$ cat src/rtl/ramp_burst_ctrl.sv
// Burst sequencer for the triangle ramp generator: gates the generator enable for
// a fixed number of full 0->PEAK->0 periods, homes the ramp on abort, flags overrange.
module ramp_burst_ctrl #(
  parameter int unsigned WIDTH = 7,
  parameter int unsigned CNT_W = 8,
  parameter int unsigned DIV_W = 8,
  parameter int unsigned PEAK  = 100
) (
  input  logic             clock,
  input  logic             reset,
  input  logic             start,
  input  logic             abort,
  input  logic [CNT_W-1:0] burst_len,
  input  logic [DIV_W-1:0] div,
  input  logic [WIDTH-1:0] ramp_data,
  output logic             ramp_enable,
  output logic             busy,
  output logic             done,
  output logic             aborted,
  output logic [CNT_W-1:0] periods_done,
  output logic             err
);

  typedef enum logic [1:0] {
    ST_IDLE = 2'd0,
    ST_HOME = 2'd1,
    ST_RUN  = 2'd2
  } state_e;

  state_e           state_q, state_d;
  logic             abt_q, abt_d;
  logic [DIV_W-1:0] presc_q, presc_d;
  logic [DIV_W-1:0] div_q, div_d;
  logic [CNT_W-1:0] len_q, len_d;
  logic [CNT_W-1:0] cnt_q, cnt_d;
  logic [WIDTH-1:0] prev_q, prev_d;
  logic             en_q, en_d;
  logic             busy_q, busy_d;
  logic             done_q, done_d;
  logic             aborted_q, aborted_d;
  logic             err_q, err_d;

  logic             presc_hit_c;
  logic [DIV_W-1:0] presc_nxt_c;
  logic             ramp_zero_c;
  logic             period_end_c;
  logic             over_peak_c;
  logic [CNT_W-1:0] cnt_inc_c;

  always_ff @(posedge clock or negedge reset) begin
    if (!reset) begin
      state_q   <= ST_IDLE;
      abt_q     <= 1'b0;
      presc_q   <= '0;
      div_q     <= '0;
      len_q     <= '0;
      cnt_q     <= '0;
      prev_q    <= '0;
      en_q      <= 1'b0;
      busy_q    <= 1'b0;
      done_q    <= 1'b0;
      aborted_q <= 1'b0;
      err_q     <= 1'b0;
    end else begin
      state_q   <= state_d;
      abt_q     <= abt_d;
      presc_q   <= presc_d;
      div_q     <= div_d;
      len_q     <= len_d;
      cnt_q     <= cnt_d;
      prev_q    <= prev_d;
      en_q      <= en_d;
      busy_q    <= busy_d;
      done_q    <= done_d;
      aborted_q <= aborted_d;
      err_q     <= err_d;
    end
  end

  // Prescaler, period detect (falling back to zero) and overrange helpers
  always_comb begin
    presc_hit_c  = (presc_q == div_q);
    presc_nxt_c  = presc_hit_c ? '0 : presc_q + DIV_W'(1);
    ramp_zero_c  = (ramp_data == '0);
    period_end_c = (prev_q != '0) && ramp_zero_c;
    over_peak_c  = (ramp_data > WIDTH'(PEAK));
    cnt_inc_c    = (cnt_q == {CNT_W{1'b1}}) ? cnt_q : cnt_q + CNT_W'(1);
  end

  always_comb begin
    state_d   = state_q;
    abt_d     = abt_q;
    presc_d   = presc_q;
    div_d     = div_q;
    len_d     = len_q;
    cnt_d     = cnt_q;
    prev_d    = ramp_data;
    en_d      = 1'b0;
    done_d    = 1'b0;
    aborted_d = 1'b0;
    err_d     = err_q;

    unique case (state_q)
      ST_IDLE: begin
        if (start && !abort) begin
          if (burst_len == '0) begin
            done_d = 1'b1;
          end else begin
            len_d   = burst_len;
            div_d   = div;
            cnt_d   = '0;
            err_d   = 1'b0;
            presc_d = '0;
            abt_d   = 1'b0;
            state_d = ramp_zero_c ? ST_RUN : ST_HOME;
          end
        end
      end

      ST_RUN: begin
        if (over_peak_c) err_d = 1'b1;
        presc_d = presc_nxt_c;
        en_d    = presc_hit_c;
        if (period_end_c) cnt_d = cnt_inc_c;
        // Terminal completion takes priority over a coincident abort
        if (period_end_c && (cnt_inc_c == len_q)) begin
          state_d = ST_IDLE;
          en_d    = 1'b0;
          done_d  = 1'b1;
        end else if (abort) begin
          abt_d = 1'b1;
          if (ramp_zero_c) begin
            state_d   = ST_IDLE;
            en_d      = 1'b0;
            aborted_d = 1'b1;
          end else begin
            state_d = ST_HOME;
          end
        end
      end

      ST_HOME: begin
        if (over_peak_c) err_d = 1'b1;
        if (ramp_zero_c) begin
          en_d = 1'b0;
          if (abt_q || abort) begin
            state_d   = ST_IDLE;
            abt_d     = 1'b1;
            aborted_d = 1'b1;
          end else begin
            state_d = ST_RUN;
            presc_d = '0;
          end
        end else begin
          presc_d = presc_nxt_c;
          en_d    = presc_hit_c;
          if (abort) abt_d = 1'b1;
        end
      end

      default: begin
        state_d = ST_IDLE;
      end
    endcase

    busy_d = (state_d != ST_IDLE);
  end

  assign ramp_enable  = en_q;
  assign busy         = busy_q;
  assign done         = done_q;
  assign aborted      = aborted_q;
  assign periods_done = cnt_q;
  assign err          = err_q;

endmodule

$ cat config.mk
export PLATFORM = sky130hd
export DESIGN_NAME = ramp_burst_ctrl
export DESIGN_NICKNAME = d
export VERILOG_FILES = /design/src/rtl/ramp_burst_ctrl.sv
export SDC_FILE = /design/constraint.sdc
export NUM_CORES = 1
export LEC_CHECK = 0
export ABC_AREA = 1
export CAP_MARGIN = 25
export CORE_UTILIZATION = 45
export CTS_CLUSTER_SIZE = 20
export DETAILED_ROUTE_END_ITERATION = 7
export PLACE_DENSITY = 0.68
export SLEW_MARGIN = 10
export SYNTH_ARGS = -nofsm -noshare
export SYNTH_HDL_FRONTEND = slang
export SYNTH_SLANG_ARGS = --single-unit
$ cat constraint.sdc
create_clock -name clock -period 2.4 [get_ports clock]
set_clock_uncertainty 0.05 [all_clocks]
set_input_delay 0.48 -clock clock [delete_from_list [all_inputs] [get_ports clock]]
set_output_delay 0.48 -clock clock [all_outputs]
set_load 0.02 [all_outputs]
==> results of run 1 <==
==> sequential cells by signal, summed over array words and instances (netlist names), 2 cells and up <==
name	cells
div_q	8
len_q	8
periods_done	8
presc_q	8
prev_q	7
state_q	2
==> cell usage after synthesis, types with 2 or more instances <==
cell,n
a21oi_1,8
buf_2,2
clkbuf_1,2
dfrtp_1,47
ha_1,6
inv_1,49
mux2_2,8
nand2_1,81
nand2_2,4
nand3_1,29
nand3_2,4
nand4_1,6
nor2_1,26
nor2_2,2
nor2_4,3
nor3_1,8
o21ai_0,26
o31ai_1,3
xnor2_1,9
==> path summary, 6_finish.rpt <==
| check | end | cells past startpoint |
|---|---|---|
| max | presc_q[3]$_DFFE_PN0P_ | 12 |
| min | presc_q[5]$_DFFE_PN0P_ | 1 |
| max reg2reg | busy$_DFF_PN0_ | 14 |
| min reg2reg | abt_q$_DFFE_PN0P_ | 2 |
| max in group asynchronous | presc_q[4]$_DFFE_PN0P_ | 2 |
| min in group clock | abt_q$_DFFE_PN0P_ | 2 |
==> logic make-up after synthesis <==
kind of cell | share of synthesized area, %
AND/OR/NAND/NOR | 29.3
buffers and inverters | 8.13
flip-flops | 44.2
AO/OA/AOI/OAI | 8.88
XOR/XNOR | 3.29
multiplexers | 3.38
adder cells (fa/ha/maj) | 2.82
==> worst reg2reg max path, cell delays in order, from the launching register on <==
cell	delay (ns)
dfrtp_1	0.43
ha_2	0.25
nand2_2	0.08
nor2_4	0.15
nand2_4	0.13
nand2_1	0.10
nand3b_1	0.08
nand2_1	0.07
nand2_1	0.05
nor2_1	0.18
nand3_2	0.15
nand2_1	0.09
nand2_1	0.05
nand2_1	0.07
nand2_1	0.05
==> cell usage in the layout, fill, tap and decap left out, drive strengths merged <==
cell type,n
nor3b,1
dfrtp,47
inv,51
nand3,33
ha,6
nand4,6
nor2,31
nor4,1
clkdlybuf4s50,38
buf,11
xor2,1
xnor2,9
a211oi,1
o21ai,26
bufinv,1
a22o,1
o22ai,1
a21oi,9
o31ai,3
clkbuf,6
nor3,8
mux2,8
or2,2
nand3b,1
nand2,86
==> metal layers <==
metal  vias up  part of all wire [%]  GRT usage (%)
met2        38                    47           32.7
met4         0                   1.5           7.82
met1      1051                    49           25.7
li1       1178                     -              -
met3         7                   2.8           3.56
met5         -                     0              0
==> through the flow <==
step / util, % / hold slack [ns] / TNS, ns / cell area, um2 / instances
final: 59.3 / 0.0293 / 0 / 3330 / 460
after global routing: 59.3 / 0.0520 / 0 / 3330 / 460
after CTS: 59.2 / 0.0363 / 0 / 3320 / 460
after detailed placement: 57.0 / 0.373 / -0.0271 / 3200 / 452
after global placement: 57.0 / 0.367 / 0 / 3200 / 452
after floorplan: - / 0.134 / 0 / 2660 / 336
==> power by group through the flow <==
stage               Combinational, mW  Clock (mW)  Sequential (mW)
floorplan                       0.702           0             1.14
global placement                 1.00           0             1.16
detailed placement               1.01           0             1.16
CTS                              1.02       0.638             1.15
global route                     1.14       0.673             1.17
finish                           1.01       0.624             1.15
==> area by class of cell <==
cell class | instances | area share [%]
sequential | 47 | 35.4
clock inverter | 2 | 1.17
tap | 72 | 2.71
timing repair buffer | 49 | 14.2
clock buffer | 6 | 2.48
inverter | 50 | 5.64
multi-input combinational | 234 | 38.4
==> impl_metrics.toml, run 1 <==
[cells_and_area]
n_fill_cell = 544
antenna_cells = 0
syn_to_final_growth_pct = 24.9
nets = 420
post_route_cells_drive_above_1_share_pct = 11.9
final-seq-area_um2 = 1180
multi_input_area_um2 = 1280

[setup_path]
timing.rr.start = "periods_done[1]$_DFFE_PN0P_"
cp_max_fo = 10
start_kind = "input port"
r2r_slack_ns = 0.30
cpMostUsedCell = "inv_1"
endpoint_kind = "register"
required_ns = 2.55
worstSetupPathType = "in2reg"
setup.worst_path.start = "burst_len[6]"
slowest_stage = "clkdlybuf4s50_1"
slowest_delay_ns = 0.42
cp_top_family = "simple AND/OR/NAND/NOR gates"
crit_buf_inv = 4
crit_chain = "clkdlybuf4s50_1, inv_1, nand4_1, nor2_1, nor2_2, nor2_4, inv_1, nand3_2, nor2_1, or2_0, nand3_1, inv_1"
critPathArrivalTime_ns = 2.28

[min_path]
min_path_type = "in2async"

[synth]
synthTopCellsByArea = "dfrtp_1 44%, nand2_1 11%, inv_1 6.9%, nand3_1 5.5%, o21ai_0 4.9%"
synth_cell_types = 32
netlist.area_leader.share_pct = 44.2
synthCells = 336
synth.yosys.warnings = 0
syn_nets = 369
synth_edf_count = 0
synth-main-ff-cell = "dfrtp_1"
ys_seq_elements = 47
syn_avg_cell_area_um2 = 7.92
syn_area_um2 = 2660
yosysSeqAreaShare_pct = 44.2
ys_async_sr_fraction_pct = 100
synth_top_cell_by_area = "dfrtp_1"

[clock_network]
postCtsSetupBuffers = 0
cts_tree = "built"
insertion_delay_ns = 0.31
ctsResizeCount = 0
ctsHoldBuffers = 0
clock_sinks = 47
cts_buffer_depth = 2
htree_levels = 2
path_clk_slew_ns = 0.09
clockRootBuffer = "clkbuf_8"
cts_made_buffers = 5

[routing]
wl_per_cell_um = 11.8
routed_wl_um = 5450
drc = 0
vias = 2274
drtAntennaViolNets = 0
dr.pass1.iters = 4
drt_iter0_markers = 101
viasPerCell = 4.94

[sta]
grt_setup_unrepaired = "no"
setup_viol = 0
relSlewSlack_pct = 74.0
tightest_slew_ns = 0.390
fin_ws_ns = 0.274
drv_slew = 0
fin_crit_sh_pct = 88.6
fmaxAchievable_ghz = 0.470
hold_viol = 0
period_minus_slack_ns = 2.13

[global_route]
grt_pass1_vias = 2133
overflow = 0
grt_usage_pct = 19.8
grt_max_degree = 31
antenna_found_initial = 0
grt_pass1_wl_um = 9470

[die]
core_area_um2 = 5610
io_pins = 40
die_w_um = 78.9
die_height_um = 78.9
row_count = 27
start_util_pct = 47.5
dieArea_um2 = 6230

[placed_design]
portBuffers = 39
place_congestion = 0.890
preCtsSetupSlack_ns = -0.0271
dpl.hpwl_um = 4300

[power]
p_seq_share_pct = 41.2
power_switching_mw = 0.986
fin_total_pwr_mw = 2.78
leakage_nw = 1.60
pwr-share-clk_pct = 22.4
p_comb_share_pct = 36.4
power.density_nw_per_um2 = 837
swShare_pct = 35.5
peakVddDrop_uv = 451
intPower_mw = 1.80

[run_status]
outcome = "completed"

[flow_run]
maxCapViolations = 0
No activity file was read; power rests on OpenSTA's default activity.
==> run 2, diff against run 1 <==
--- a/config.mk
+++ b/config.mk
@@ -5,12 +5,12 @@
 export SDC_FILE = /design/constraint.sdc
 export NUM_CORES = 1
 export LEC_CHECK = 0
-export ABC_AREA = 1
 export CAP_MARGIN = 25
 export CORE_UTILIZATION = 45
 export CTS_CLUSTER_SIZE = 20
 export DETAILED_ROUTE_END_ITERATION = 7
 export PLACE_DENSITY = 0.68
+export SKIP_CTS_REPAIR_TIMING = 1
 export SLEW_MARGIN = 10
 export SYNTH_ARGS = -nofsm -noshare
 export SYNTH_HDL_FRONTEND = slang
==> impl_metrics.toml, run 2 <==
[global_route]
overflow = 0
grt_max_degree = 18
antenna_found_initial = 0
grt_pass1_vias = 2282
grt_usage_pct = 22.4
grt_pass1_wl_um = 10700

[placed_design]
preCtsSetupSlack_ns = -0.257
place_congestion = 0.833
dpl.hpwl_um = 4770
portBuffers = 39

[die]
die_height_um = 78.6
io_pins = 40
start_util_pct = 47.3
row_count = 27
die_w_um = 78.6
core_area_um2 = 5570
dieArea_um2 = 6170

[clock_network]
insertion_delay_ns = 0.30
cts_tree = "built"
path_clk_slew_ns = 0.09
cts_buffer_depth = 2
htree_levels = 2
clockRootBuffer = "clkbuf_8"
cts_made_buffers = 5
clock_sinks = 47

[cells_and_area]
final-seq-area_um2 = 1180
post_route_cells_drive_above_1_share_pct = 24.3
antenna_cells = 0
layout_common_cells = "44 x dfrtp_1, 38 x clkdlybuf4s50_1, 34 x buf_4"
syn_to_final_growth_pct = 33.4
final_common_cell = "dfrtp_1"
n_fill_cell = 469
nets = 374
multi_input_area_um2 = 1430

[setup_path]
r2r_cells = 8
r2r_slack_ns = -0.02
cp_max_fo = 5
setup.worst_path.start = "periods_done[0]$_DFFE_PN0P_"
timing.rr.start = "periods_done[0]$_DFFE_PN0P_"
critPathArrivalTime_ns = 2.54
required_ns = 2.52
r2r_end = "busy$_DFF_PN0_"
worstSetupPathType = "reg2reg"
start_kind = "register"
endpoint_kind = "register"
crit_end = "busy$_DFF_PN0_"

[synth]
yosys-top-cells-count = "47 x dfrtp_1, 22 x nand2_1, 21 x o21ai_0"
synth_top_cell_by_area = "dfrtp_1"
synthTopCellsByArea = "dfrtp_1 45%, mux2_2 7.7%, o21ai_0 4.0%, a21oi_1 3.6%, nand2_1 3.1%"
syn_nets = 301
ys_seq_elements = 47
synth-main-ff-cell = "dfrtp_1"
ys_async_sr_fraction_pct = 100
syn_avg_cell_area_um2 = 9.84
synth_cell_types = 54
yosysSeqAreaShare_pct = 44.6
yosysMostFrequentCell = "dfrtp_1"
netlist.area_leader.share_pct = 44.6
syn_area_um2 = 2640
synth_edf_count = 0
synthCells = 268
synth.yosys.warnings = 0

[sta]
relSlewSlack_pct = 71.4
fin_ws_ns = -0.0155
fin_crit_sh_pct = 101
hold_viol = 0
grt_setup_unrepaired = "yes"
period_minus_slack_ns = 2.42
fmaxAchievable_ghz = 0.414
tightest_slew_ns = 0.426
drv_slew = 0
setup_viol = 2

[routing]
drtAntennaViolNets = 0
routed_wl_um = 6240
wl_per_cell_um = 15.1
dr.pass1.iters = 4
drc = 0
vias = 2295
drt_iter0_markers = 155
viasPerCell = 5.54

[power]
peakVddDrop_uv = 401
leakage_nw = 1.46
fin_total_pwr_mw = 2.64
power.density_nw_per_um2 = 750

[run_status]
outcome = "complete, but fails checks"
failed_checks = "negative setup slack"

[min_path]
min_path_type = "in2async"

[flow_run]
maxCapViolations = 0
run 2: power breakdown:
group          leakage (nW)  switching [mW]  internal, mW
clock network        0.0412           0.261         0.204
registers             0.596           0.152         0.976
logic                 0.823           0.507         0.538
run 2: how the worst min path moves through the flow:
stage          depth (start not counted)  slack (ns)  start                           to
2_1_floorplan                          0        0.13  reset            aborted$_DFF_PN0_
3_3_place_gp                           1        0.37  reset         len_q[2]$_DFFE_PN0P_
3_5_place_dp                           1        0.38  reset         len_q[2]$_DFFE_PN0P_
4_1_cts                                1        0.05  reset  periods_done[2]$_DFFE_PN0P_
5_1_grt                                1        0.06  reset         len_q[2]$_DFFE_PN0P_
6_report                               1        0.04  reset  periods_done[2]$_DFFE_PN0P_
run 2: through the flow:
step / util, % / std cells / TNS [ns] / cell area, um2 / hold WS (ns)
global placement: 60.5 / 405 / -2.46 / 3370 / 0.371
global route: 63.1 / 414 / -0.312 / 3520 / 0.0555
detailed placement: 60.5 / 405 / -2.13 / 3370 / 0.377
floorplan: - / 268 / -0.221 / 2660 / 0.134
finish: 63.1 / 414 / -0.0174 / 3520 / 0.0413
CTS: 62.0 / 413 / -0.219 / 3460 / 0.0514
run 2: cell type report:
class | instances | share of cell area [%]
multi-input combinational | 201 | 40.6
sequential | 47 | 33.5
timing repair buffer | 77 | 20.0
tap | 72 | 2.56
clock buffer | 6 | 2.06
inverter | 9 | 0.960
clock inverter | 2 | 0.355
run 2: per-layer routing:
metal	part of all wire (%)	vias to the layer above	GRT usage (%)
li1	-	1122	-
met1	47	1114	29.6
met2	49	52	37.4
met3	3.5	7	4.65
met4	0.98	0	5.56
met5	0	-	0
run 2: critical path, stage by stage (launching register included):
cell,delay [ns]
dfrtp_2,0.44
ha_4,0.16
and3_4,0.18
or4b_4,0.49
a21o_1,0.22
a211oi_4,0.31
a31oi_4,0.18
a21oi_2,0.18
a31oi_1,0.09
run 2: cells by family after synthesis:
logic type,synth area share [%]
adder cells (fa/ha/maj),2.85
buffers and inverters,3.70
multiplexers,8.06
flip-flops,44.6
AO/OA/AOI/OAI,19.4
AND/OR/NAND/NOR,17.4
XOR/XNOR,3.99
==> RTL edit 1 (config.mk and constraints of run 2) <==
Register the output `periods_done` once more, without a reset; this adds one clock of latency there. The other outputs are not delayed to match.
--- a/src/rtl/ramp_burst_ctrl.sv
+++ b/src/rtl/ramp_burst_ctrl.sv
@@ -172,3 +172,5 @@
   assign aborted      = aborted_q;
-  assign periods_done = cnt_q;
+  always_ff @(posedge clock) begin
+    periods_done <= cnt_q;
+  end
   assign err          = err_q;
Formal check against the unedited RTL: not equivalent (a bounded check fails within 4 cycles, from zero or initial values and one cycle with reset low).
==> RTL edit 1 against run 2 <==
First-iteration DRC count rose by 60%. Sequential power rose by 13%. Sequential cell count rose by 8. Power rose by 8.6%. Die area rose by 7.4%. Sequential share of layout area rose by 1.9 points. Setup slack improved by 0.051 ns. Synthesized cell count rose by 10%. Worst hold slack got worse by 0.015 ns. Wire length rose by 5.9%. Area after synthesis rose by 7.6%. Final area rose by 7.4%. Highest routed layer unchanged.
==> RTL edit 1: results (changes against run 2) <==
run_status:
  status: "completed"
logic_synthesis:
  synth_area_leaders: "dfrtp_1 41%, mux2_2 6.3%, dfxtp_1 5.6%"
  synthMuxAreaShare_pct: 7.10  # -0.97 points
  yosys.area_share.adder_pct: 2.65  # -0.20 points
  seq_area_frac_synth_pct: 47.1  # +2.5 points
  async_flop_share_pct: 85.5  # -15 points
  syn-num-nets: 329  # +9.3%
  syn_inst: 296  # +10%
  yosysUniqueCellTypes: 49  # -9.3%
  ys_top_cells_by_count: "47 x dfrtp_1, 28 x nand2_1, 28 x o21ai_0"
  synth_compound_area_share_pct: 16.0  # -3.4 points
setup_path:
  ff2ff_path_depth: 10  # +2
  cp-endpoint: "abt_q"
  max_stage_delay_ns: 0.43  # -0.06 ns
  cp-startpoint: "cnt_q[1]"
  crit_slowest_cell: "dfrtp_1"
  cp_top_family: "simple AND/OR/NAND/NOR gates"
  crit_arrival_ns: 2.51  # -0.03 ns
  r2r-end: "abt_q"
finish:
  final_util_pct: 63.1  # about the same
  final_nets: 406  # +8.6%
  fin_cells: 449  # +8.5%
  fillerInstances: 530  # +13%
  layout-drive-gt1-share_pct: 24.3  # +0.063 points
drt:
  wl_met3_um: 328  # +50%
  totalWireLength_um: 6610  # +5.9%
  met1_length_um: 3020  # +3.7%
  drt_iter0_drc: 248  # +60%
  route.met2.wl_um: 3140  # +3.0%
  drt_pass1_iterations: 5  # +1
  vias: 2545  # +11%
place:
  place_area_sq_um: 3570  # +5.8%
  post-dp-hpwl_um: 5050  # +5.8%
  gp_congestion: 0.940  # +13%
  placed_cells: 437  # +7.9%
sta:
  slew_headroom_pct: 64.9  # -6.5 points
  holdWs_ns: 0.0267  # -0.0146 ns
global_route:
  track_usage_pct: 22.4  # -0.024 points
  use_met1_pct: 31.4  # +1.8 points
  grt_pass1_wl_um: 11300  # +5.0%
  use_met3_pct: 3.11  # -1.5 points
  grt_pass1_vias: 2406  # +5.4%
  met2_usage_pct: 35.1  # -2.3 points
pwr:
  seq_power_w: 0.00128  # +13%
  vdd_drop_max_mv: 0.482  # +20%
  comb_power_share_pct: 37.2  # -2.4 points
  p_leak_nw: 1.56  # +6.5%
  p_int_w: 0.00192  # +12%
hold_path:
  hold_class: "in -> async"
RTL edit 1: changes by cell type after synthesis, sizes merged, moves of 5 or more:
| cell | delta |
|---|---|
| xnor2 | +6 |
| and3 | +6 |
| nand2 | +6 |
| dfxtp | +8 |
| xor2 | -9 |
| nand4 | +5 |
| o21ai | +5 |
RTL edit 1: through the flow:
step / total power [W] / setup WS [ns]
after floorplan: 0.00192 / 0.0560
after CTS: 0.00282 / -0.0581
after global placement: 0.00229 / -0.298
final: 0.00286 / 0.0356
after detailed placement: 0.00230 / -0.257
after global routing: 0.00305 / -0.0188
RTL edit 1: area by class of cell:
| cell class | instances | share of cell area [%] |
|---|---|---|
| flip-flops and latches | 55 | 35.4 |
| clock inverters | 1 | 0.132 |
| inverters | 6 | 0.596 |
| clock buffers | 7 | 2.28 |
| multi-input cells | 219 | 39.0 |
| well taps | 75 | 2.48 |
| repair buffers | 86 | 20.1 |
==> RTL edit 2 (settings of run 2) <==
Made on the original files. `WIDTH`: 7 -> 5.
--- a/src/rtl/ramp_burst_ctrl.sv
+++ b/src/rtl/ramp_burst_ctrl.sv
@@ -3,3 +3,3 @@
 module ramp_burst_ctrl #(
-  parameter int unsigned WIDTH = 7,
+  parameter int unsigned WIDTH = 5,
   parameter int unsigned CNT_W = 8,
Ports: changed (resized ramp_data); port bits go from 40 to 38. The function was not compared with the original's and may differ.
==> RTL edit 2 against run 2 <==
Power rose by 12%. Sequential cell count fell by 2. Clock power rose by 27%. Final cell count rose by 0.24%. Final area fell by 0.53%. Core utilization rose by 0.43 points. Sequential power barely moved. Largest cell class unchanged. Setup slack improved by 0.075 ns. Largest power group is now combinational logic. Wire length fell by 0.56%. Area after synthesis fell by 2.5%. Critical path type unchanged.
==> RTL edit 2: results (changes against run 2) <==
run_status:
  status: "completed"
setup_path:
  r2r-end: "abt_q"
  r2r_slack_ns: 0.06  # +0.08 ns
  cp-endpoint: "abt_q"
  crit_slowest_cell: "dfrtp_2"
  crit_arrival_ns: 2.48  # -0.06 ns
  worstPathMaxFanout: 6  # +1
  max_stage_delay_ns: 0.44  # -0.05 ns
pwr:
  vdd_drop_max_mv: 0.424  # +5.9%
  p_leak_nw: 1.52  # +4.0%
  clock_power_share_pct: 20.1  # +2.5 points
  comb_power_share_pct: 41.6  # +2.0 points
  sw_frac_of_total_pct: 35.0  # +0.16 points
logic_synthesis:
  seq_area_frac_synth_pct: 43.8  # -0.82 points
  yosys.area_share.adder_pct: 2.92  # +0.072 points
  yosysUniqueCellTypes: 47  # -13%
  synth_compound_area_share_pct: 16.1  # -3.3 points
  synth_area_leaders: "dfrtp_1 44%, mux2_2 7.0%, nand2_1 5.1%"
  synthMuxAreaShare_pct: 8.37  # +0.30 points
  synth_xor_area_share_pct: 4.77  # +0.78 points
  syn-num-nets: 304  # +1.0%
global_route:
  met2_usage_pct: 35.9  # -1.5 points
  grt_max_degree: 40  # +22
  use_met3_pct: 4.24  # -0.42 points
  use_met1_pct: 29.1  # -0.43 points
drt:
  drt_iter0_drc: 227  # +46%
  route.met2.wl_um: 3110  # +2.0%
  wl_met3_um: 312  # +42%
  wl_per_cell_um: 15.0  # -0.80%
  via_per_inst: 5.68  # +2.5%
  drt_pass1_iterations: 5  # +1
finish:
  layout-drive-gt1-share_pct: 24.5  # +0.22 points
sta:
  holdWs_ns: 0.231  # +0.190 ns
place:
  port_buffers: 37  # -5.1%
  gp_congestion: 0.860  # +3.2%
-- RTL edit 2: layout make-up --
type / instances / area [sq um] / share of cell area, %
Inverter: 6 / 22.5 / 0.643
Clock inverter: 1 / 30.0 / 0.858
Timing Repair Buffer: 73 / 664 / 19.0
Sequential cell: 45 / 1130 / 32.3
Tap cell: 72 / 90.1 / 2.57
Clock buffer: 7 / 86.3 / 2.47
Multi-Input combinational cell: 211 / 1480 / 42.2
-- RTL edit 2: stage by stage --
stage               worst slack [ns]  instance area (sq um)  TNS (ns)  total power, W  instances
floorplan                    -0.0109                   2590   -0.0109         0.00190        273
detailed placement            -0.497                   3270     -7.95         0.00230        407
CTS                           -0.180                   3390     -1.33         0.00290        415
global placement              -0.425                   3270     -7.53         0.00227        407
global route                 -0.0498                   3500    -0.108         0.00317        415
finish                        0.0598                   3500         0         0.00295        415
